--- src/rtl/cmp_pkg.sv ---
// Shared types and constants for the cmp_arbiter slice.
// Contents: state_e (EMPTY/FULL output-stage state), req_id_t (requester id),
// CNT_W (width of the optional grant counters).
package cmp_pkg;

  localparam int unsigned CNT_W = 16;

  // Requester identifier: 0 or 1
  typedef logic req_id_t;

  // Output-stage occupancy
  typedef enum logic [0:0] {
    EMPTY = 1'b0,
    FULL  = 1'b1
  } state_e;

endpackage : cmp_pkg

--- src/rtl/slt_cmp.sv ---
// Purely combinational signed less-than for N-bit two's-complement operands.
// The difference a - b comes from one adder fed with ~b and a carry-in of 1.
// When the operand signs differ, that difference can overflow, so a's sign
// bit gives the answer directly instead.
// Ports:
//   a, b : N-bit signed operands
//   lt   : 1 when a < b (signed)
module slt_cmp #(
  parameter int unsigned N = 32
) (
  input  logic [N-1:0] a,
  input  logic [N-1:0] b,
  output logic         lt
);

  logic [N-1:0] diff;
  logic         signs_differ;

  // a - b as a + ~b + 1; the carry-out is not needed
  assign diff         = a + ~b + N'(1);
  assign signs_differ = a[N-1] ^ b[N-1];

  // Mixed signs: the negative operand is the smaller one
  assign lt = signs_differ ? a[N-1] : diff[N-1];

endmodule : slt_cmp

--- src/rtl/cmp_arbiter.sv ---
// Two-requester round-robin arbiter in front of a one-entry output stage that
// reports the signed comparison a < b for the accepted operand pair.
// Optional macro: CMP_ARBITER_STATS_EN adds saturating per-requester
// accept counters (grant_cnt0 / grant_cnt1).
// Ports:
//   clk, rst                 : clock, asynchronous active-high reset
//   req0_valid/ready, a, b   : requester 0 handshake and operands
//   req1_valid/ready, a, b   : requester 1 handshake and operands
//   resp_valid/ready         : output-stage handshake
//   resp_id                  : requester that owns the held result
//   resp_lt                  : signed a < b for the held pair
//   grant_cnt0/1             : accept counters (CMP_ARBITER_STATS_EN only)
module cmp_arbiter
  import cmp_pkg::*;
#(
  parameter int unsigned N = 32
) (
  input  logic         clk,
  input  logic         rst,
  input  logic         req0_valid,
  output logic         req0_ready,
  input  logic [N-1:0] req0_a,
  input  logic [N-1:0] req0_b,
  input  logic         req1_valid,
  output logic         req1_ready,
  input  logic [N-1:0] req1_a,
  input  logic [N-1:0] req1_b,
  output logic         resp_valid,
  input  logic         resp_ready,
  output logic         resp_id,
  output logic         resp_lt
`ifdef CMP_ARBITER_STATS_EN
  ,
  output logic [CNT_W-1:0] grant_cnt0,
  output logic [CNT_W-1:0] grant_cnt1
`endif
);

  state_e       state_q, state_d;
  req_id_t      last_grant_q, last_grant_d;
  req_id_t      id_q, id_d;
  logic [N-1:0] a_q, a_d;
  logic [N-1:0] b_q, b_d;

  logic stage_free_c;
  logic pick0_c;
  logic pick1_c;
  logic accept_c;

  // State and output-stage registers
  always_ff @(posedge clk or posedge rst) begin
    if (rst) begin
      state_q      <= EMPTY;
      last_grant_q <= 1'b1;
      id_q         <= 1'b0;
      a_q          <= '0;
      b_q          <= '0;
    end else begin
      state_q      <= state_d;
      last_grant_q <= last_grant_d;
      id_q         <= id_d;
      a_q          <= a_d;
      b_q          <= b_d;
    end
  end

  // Arbitration, next state and output-stage load
  always_comb begin
    state_d      = state_q;
    last_grant_d = last_grant_q;
    id_d         = id_q;
    a_d          = a_q;
    b_d          = b_q;
    req0_ready   = 1'b0;
    req1_ready   = 1'b0;

    stage_free_c = (state_q == EMPTY) || resp_ready;

    // On a tie, the requester not granted last wins
    pick0_c = req0_valid && (!req1_valid || (last_grant_q == 1'b1));
    pick1_c = req1_valid && (!req0_valid || (last_grant_q == 1'b0));

    // Readies are forced low while reset is held
    if (!rst && stage_free_c) begin
      req0_ready = pick0_c;
      req1_ready = pick1_c;
    end

    accept_c = req0_ready || req1_ready;

    if (accept_c) begin
      last_grant_d = req1_ready;
      id_d         = req1_ready;
      a_d          = req1_ready ? req1_a : req0_a;
      b_d          = req1_ready ? req1_b : req0_b;
    end

    case (state_q)
      EMPTY: begin
        if (accept_c) state_d = FULL;
      end
      FULL: begin
        // A handshake with a simultaneous accept reloads and stays FULL
        if (resp_ready && !accept_c) state_d = EMPTY;
      end
      default: state_d = EMPTY;
    endcase
  end

  slt_cmp #(
    .N(N)
  ) u_slt_cmp (
    .a (a_q),
    .b (b_q),
    .lt(resp_lt)
  );

  assign resp_valid = (state_q == FULL);
  assign resp_id    = id_q;

`ifdef CMP_ARBITER_STATS_EN
  logic [CNT_W-1:0] cnt0_q;
  logic [CNT_W-1:0] cnt1_q;

  // Saturating accept counters
  always_ff @(posedge clk or posedge rst) begin
    if (rst) begin
      cnt0_q <= '0;
      cnt1_q <= '0;
    end else begin
      if (req0_ready && (cnt0_q != {CNT_W{1'b1}})) cnt0_q <= cnt0_q + CNT_W'(1);
      if (req1_ready && (cnt1_q != {CNT_W{1'b1}})) cnt1_q <= cnt1_q + CNT_W'(1);
    end
  end

  assign grant_cnt0 = cnt0_q;
  assign grant_cnt1 = cnt1_q;
`endif

endmodule : cmp_arbiter

--- config.mk ---
export PLATFORM = sky130hd
export DESIGN_NAME = cmp_arbiter
export DESIGN_NICKNAME = d
export VERILOG_FILES = /design/src/rtl/cmp_pkg.sv /design/src/rtl/slt_cmp.sv /design/src/rtl/cmp_arbiter.sv
export SDC_FILE = /design/constraint.sdc
export NUM_CORES = 1
export LEC_CHECK = 0
export ABC_AREA = 1
export ABC_CLOCK_PERIOD_IN_PS = 1600
export BUFFER_PORTS_ARGS = -buffer_cell sky130_fd_sc_hd__buf_2
export CORE_AREA = 4 4 116 85
export DETAILED_ROUTE_END_ITERATION = 8
export DIE_AREA = 0 0 120 89
export PLACE_DENSITY = 0.87
export SYNTH_ARGS = -nofsm -noshare
export SYNTH_HDL_FRONTEND = slang
export SYNTH_SLANG_ARGS = --single-unit
--- constraint.sdc ---
create_clock -name clk -period 1.6 [get_ports clk]
set_clock_uncertainty 0.1 [all_clocks]
set_input_delay 0.08 -clock clk [delete_from_list [all_inputs] [get_ports clk]]
set_output_delay 0.08 -clock clk [all_outputs]
set_load 0.02 [all_outputs]
==> results.toml <==
[timing]
finalHoldWorstSlack_ns = -0.00712
finalMaxSlewViolations = 0
hold_violations = 8
fin_crit_ns = 2.52
worstMarginPinSlew_ns = 0.875
max_freq_ghz = 0.397
setup_ws_ns = -0.920
rsz0062_at_grt = "true"
period_share = 1.57
finalSetupViolCount = 68
slew_headroom = 0.417

[critical_path]
crit_family = "simple AND/OR/NAND/NOR gates"
start_kind = "register"
cp.buffers_inverters = 1
crit_path_frequent_cell = "nand2_1"
worst-path-max-fanout = 2
worstPathRequired_ns = 1.42
crit_slowest_cell = "dfrtp_1"
cp-end-kind = "primary output"
critPathKind = "register to primary output"
path_cells = "ha_1 > nand2_1 > nand2_1 > nand2_1 > nand2_1 > nand2_1 > nand2_1 > nand2_1 > nand2_1 > a21oi_2 > fa_2 > buf_6"
cpPeakStageDelay_ns = 0.39
cp.arrival_ns = 2.34

[floorplanning]
io_pins = 138
dieArea_um2 = 10700
core_area_um2 = 8820
rows = 29
die_h_um = 89
chipWidth_um = 120
initial_core_util = 0.445

[final_layout]
fin_area_um2 = 8280
layout.nets = 977
final_cell_count_no_fill = 945
layout-drive-gt1-share = 0.493
fin_util = 0.939
syn_to_final_growth_pct = 111

[routing]
vias_per_cell = 5.97
ant_nets = 0
drc = 0
avgRoutedWirePerCell_um = 25.3
drt_wl_total_um = 23900
dr.pass1.iters = 5
via_count = 5645
drtIter0Drc = 445

[clock_network]
clock_latency_ns = 0.33
cts_tree = "built"
clock_path_buffers = 2
numCtsBuffers = 9
h-tree-depth = 3
cts-root-buf = "clkbuf_16"
clkSlewWorstSetupHoldPaths_ns = 0.06
clkSinkCount = 67

[pwr]
totalPowerFinal_w = 0.00990
p_clk_frac = 0.237
max-vdd-ir-drop_mv = 0.714
power_switching_w = 0.00378
p_leak_nw = 3.84
power_density_nw_per_um2 = 1200
comb_power_share = 0.505
power_frac_seq = 0.258
p_sw_frac = 0.382
internal-power_w = 0.00612

[placement]
port_buffers = 137
dp_slack_ns = -0.355
gp_congestion = 0.829
numPlacedInstances = 761
dp_hpwl_um = 8070
placed_area_um2 = 5030

[synthesis]
syn_area_um2 = 3930
synth_seq_cells = 67
ys_types = 26
synth_most_common_cell = "nand2_1"
syn-num-nets = 646
ys_async_sr_fraction = 1.00
synth_ff_type = "dfrtp_1"
ys_seq_area_frac = 0.427
synth_common_cells = "80 x nand2_1, 75 x nor2_1, 66 x dfrtp_1"
avgSynthCellArea_um2 = 8.15
synth_warnings = 0
synth_edf_count = 0
ys_top_cells_by_area = "dfrtp_1 42%, ha_1 9.6%, nand2_1 7.6%, o21ai_0 7.5%, nor2_1 7.2%"
netlist_instances = 482
yosys.area.top_type = "dfrtp_1"
synth_top_area_share = 0.421

[job]
cap_violations = 0

[global_route]
antenna_found_initial = 2
grt_use_total = 0.373
overflow = 0
grt_pass1_vias = 5808
grt_max_degree = 68
grt_pass1_wl_um = 30400

[run_status]
status = "complete, but fails checks"
violations = "negative hold slack, negative setup slack"

[hold_path]
hold_path.class = "input port to async pin"
==> tightest hold or removal path, cell delays in order <==
cell and delay (ns):
buf_2 0.13, inv_6 0.08, buf_4 0.68
==> stage by stage <==
stage	hold WS [ns]	TNS, ns
after floorplan	-0.0995	-0.0991
after global placement	0.227	-0.794
after detailed placement	0.233	-2.19
after CTS	0.000541	-8.88
after global routing	0.0673	-14.45
final	-0.00712	-11.18
==> repair_timing <==
item | in CTS | in global routing
hold endpoints to repair | 65 | 2
gates cloned | 16 | 2
setup buffers | 21 | 11
hold buffers | 127 | 2
resized for setup | 138 | 176
endpoints found under the setup margin | 65 | 70
pin swaps | 47 | 44
==> flip-flops by register name, summed over array words and instances (netlist names) <==
name and count:
a_q 32, b_q 32, last_grant_q 1, resp_id 1, resp_valid 1
==> power by group through the flow <==
stage	clock, W	combinational [W]	sequential (W)
2_1_floorplan	0	0.00164	0.00237
3_3_place_gp	0	0.00257	0.00238
3_5_place_dp	0	0.00268	0.00243
4_1_cts	0.00231	0.00369	0.00241
5_1_grt	0.00240	0.00522	0.00259
6_report	0.00234	0.00500	0.00256
==> final timing paths <==
path	start	slack (ns)	endpoint	depth (start not counted)
setup / recovery	a_q[16]	-0.92	resp_lt	12
hold / removal	rst	-0.007	a_q[10]	3
setup reg to reg	last_grant_q	-0.24	a_q[29]	9
hold reg to reg	a_q[12]	0.41	a_q[12]	2
max in group asynchronous	rst	0.84	a_q[22]	3
min in group clk	resp_ready	0.14	last_grant_q	4
==> placed cells by master (no fill, tap or decap), types with 11 or more instances in the layout <==
cell type / Yosys / final
o21ai_4: 1 / 16
o21ai_1: 40 / 19
dfrtp_1: 66 / 66
dlygate4sd3_1: 0 / 129
clkbuf_16: 0 / 11
buf_12: 0 / 14
ha_1: 30 / 20
buf_6: 7 / 17
nand2_1: 80 / 45
nand2_2: 1 / 16
nor2_1: 75 / 66
buf_4: 3 / 39
buf_2: 16 / 134
nand2_4: 0 / 20
inv_1: 47 / 43
o22ai_2: 10 / 18
o21ai_2: 0 / 59
==> per-layer routing <==
| layer | wire length [µm] | global-route usage | part of all wire | up-vias |
|---|---|---|---|---|
| met5 | 0 | 0 | 0 | - |
| met1 | 8030 | 0.418 | 0.34 | 2626 |
| met2 | 11200 | 0.653 | 0.47 | 502 |
| met4 | 2330 | 0.214 | 0.097 | 0 |
| li1 | - | - | - | 2274 |
| met3 | 2300 | 0.101 | 0.096 | 243 |
==> layout make-up <==
cell class                      count  area (µm²)
Multi-Input combinational cell    338        2800
Fill cell                         262         542
Clock buffer                       12         246
Tap cell                          124         155
Sequential cell                    67        1680
Timing Repair Buffer              347        3070
Inverter                           50         221
Antenna cell                        3        7.51
Clock inverter                      4        97.6
==> cell families after synthesis <==
family / count (synthesis) / share of synthesized area
and+or+nand+nor: 162 / 0.160
AOI/OAI and AO/OA: 145 / 0.217
buffers and inverters: 77 / 0.0949
DFF: 67 / 0.427
adders and majority gates: 31 / 0.101
(Power assumes the default switching activity.)
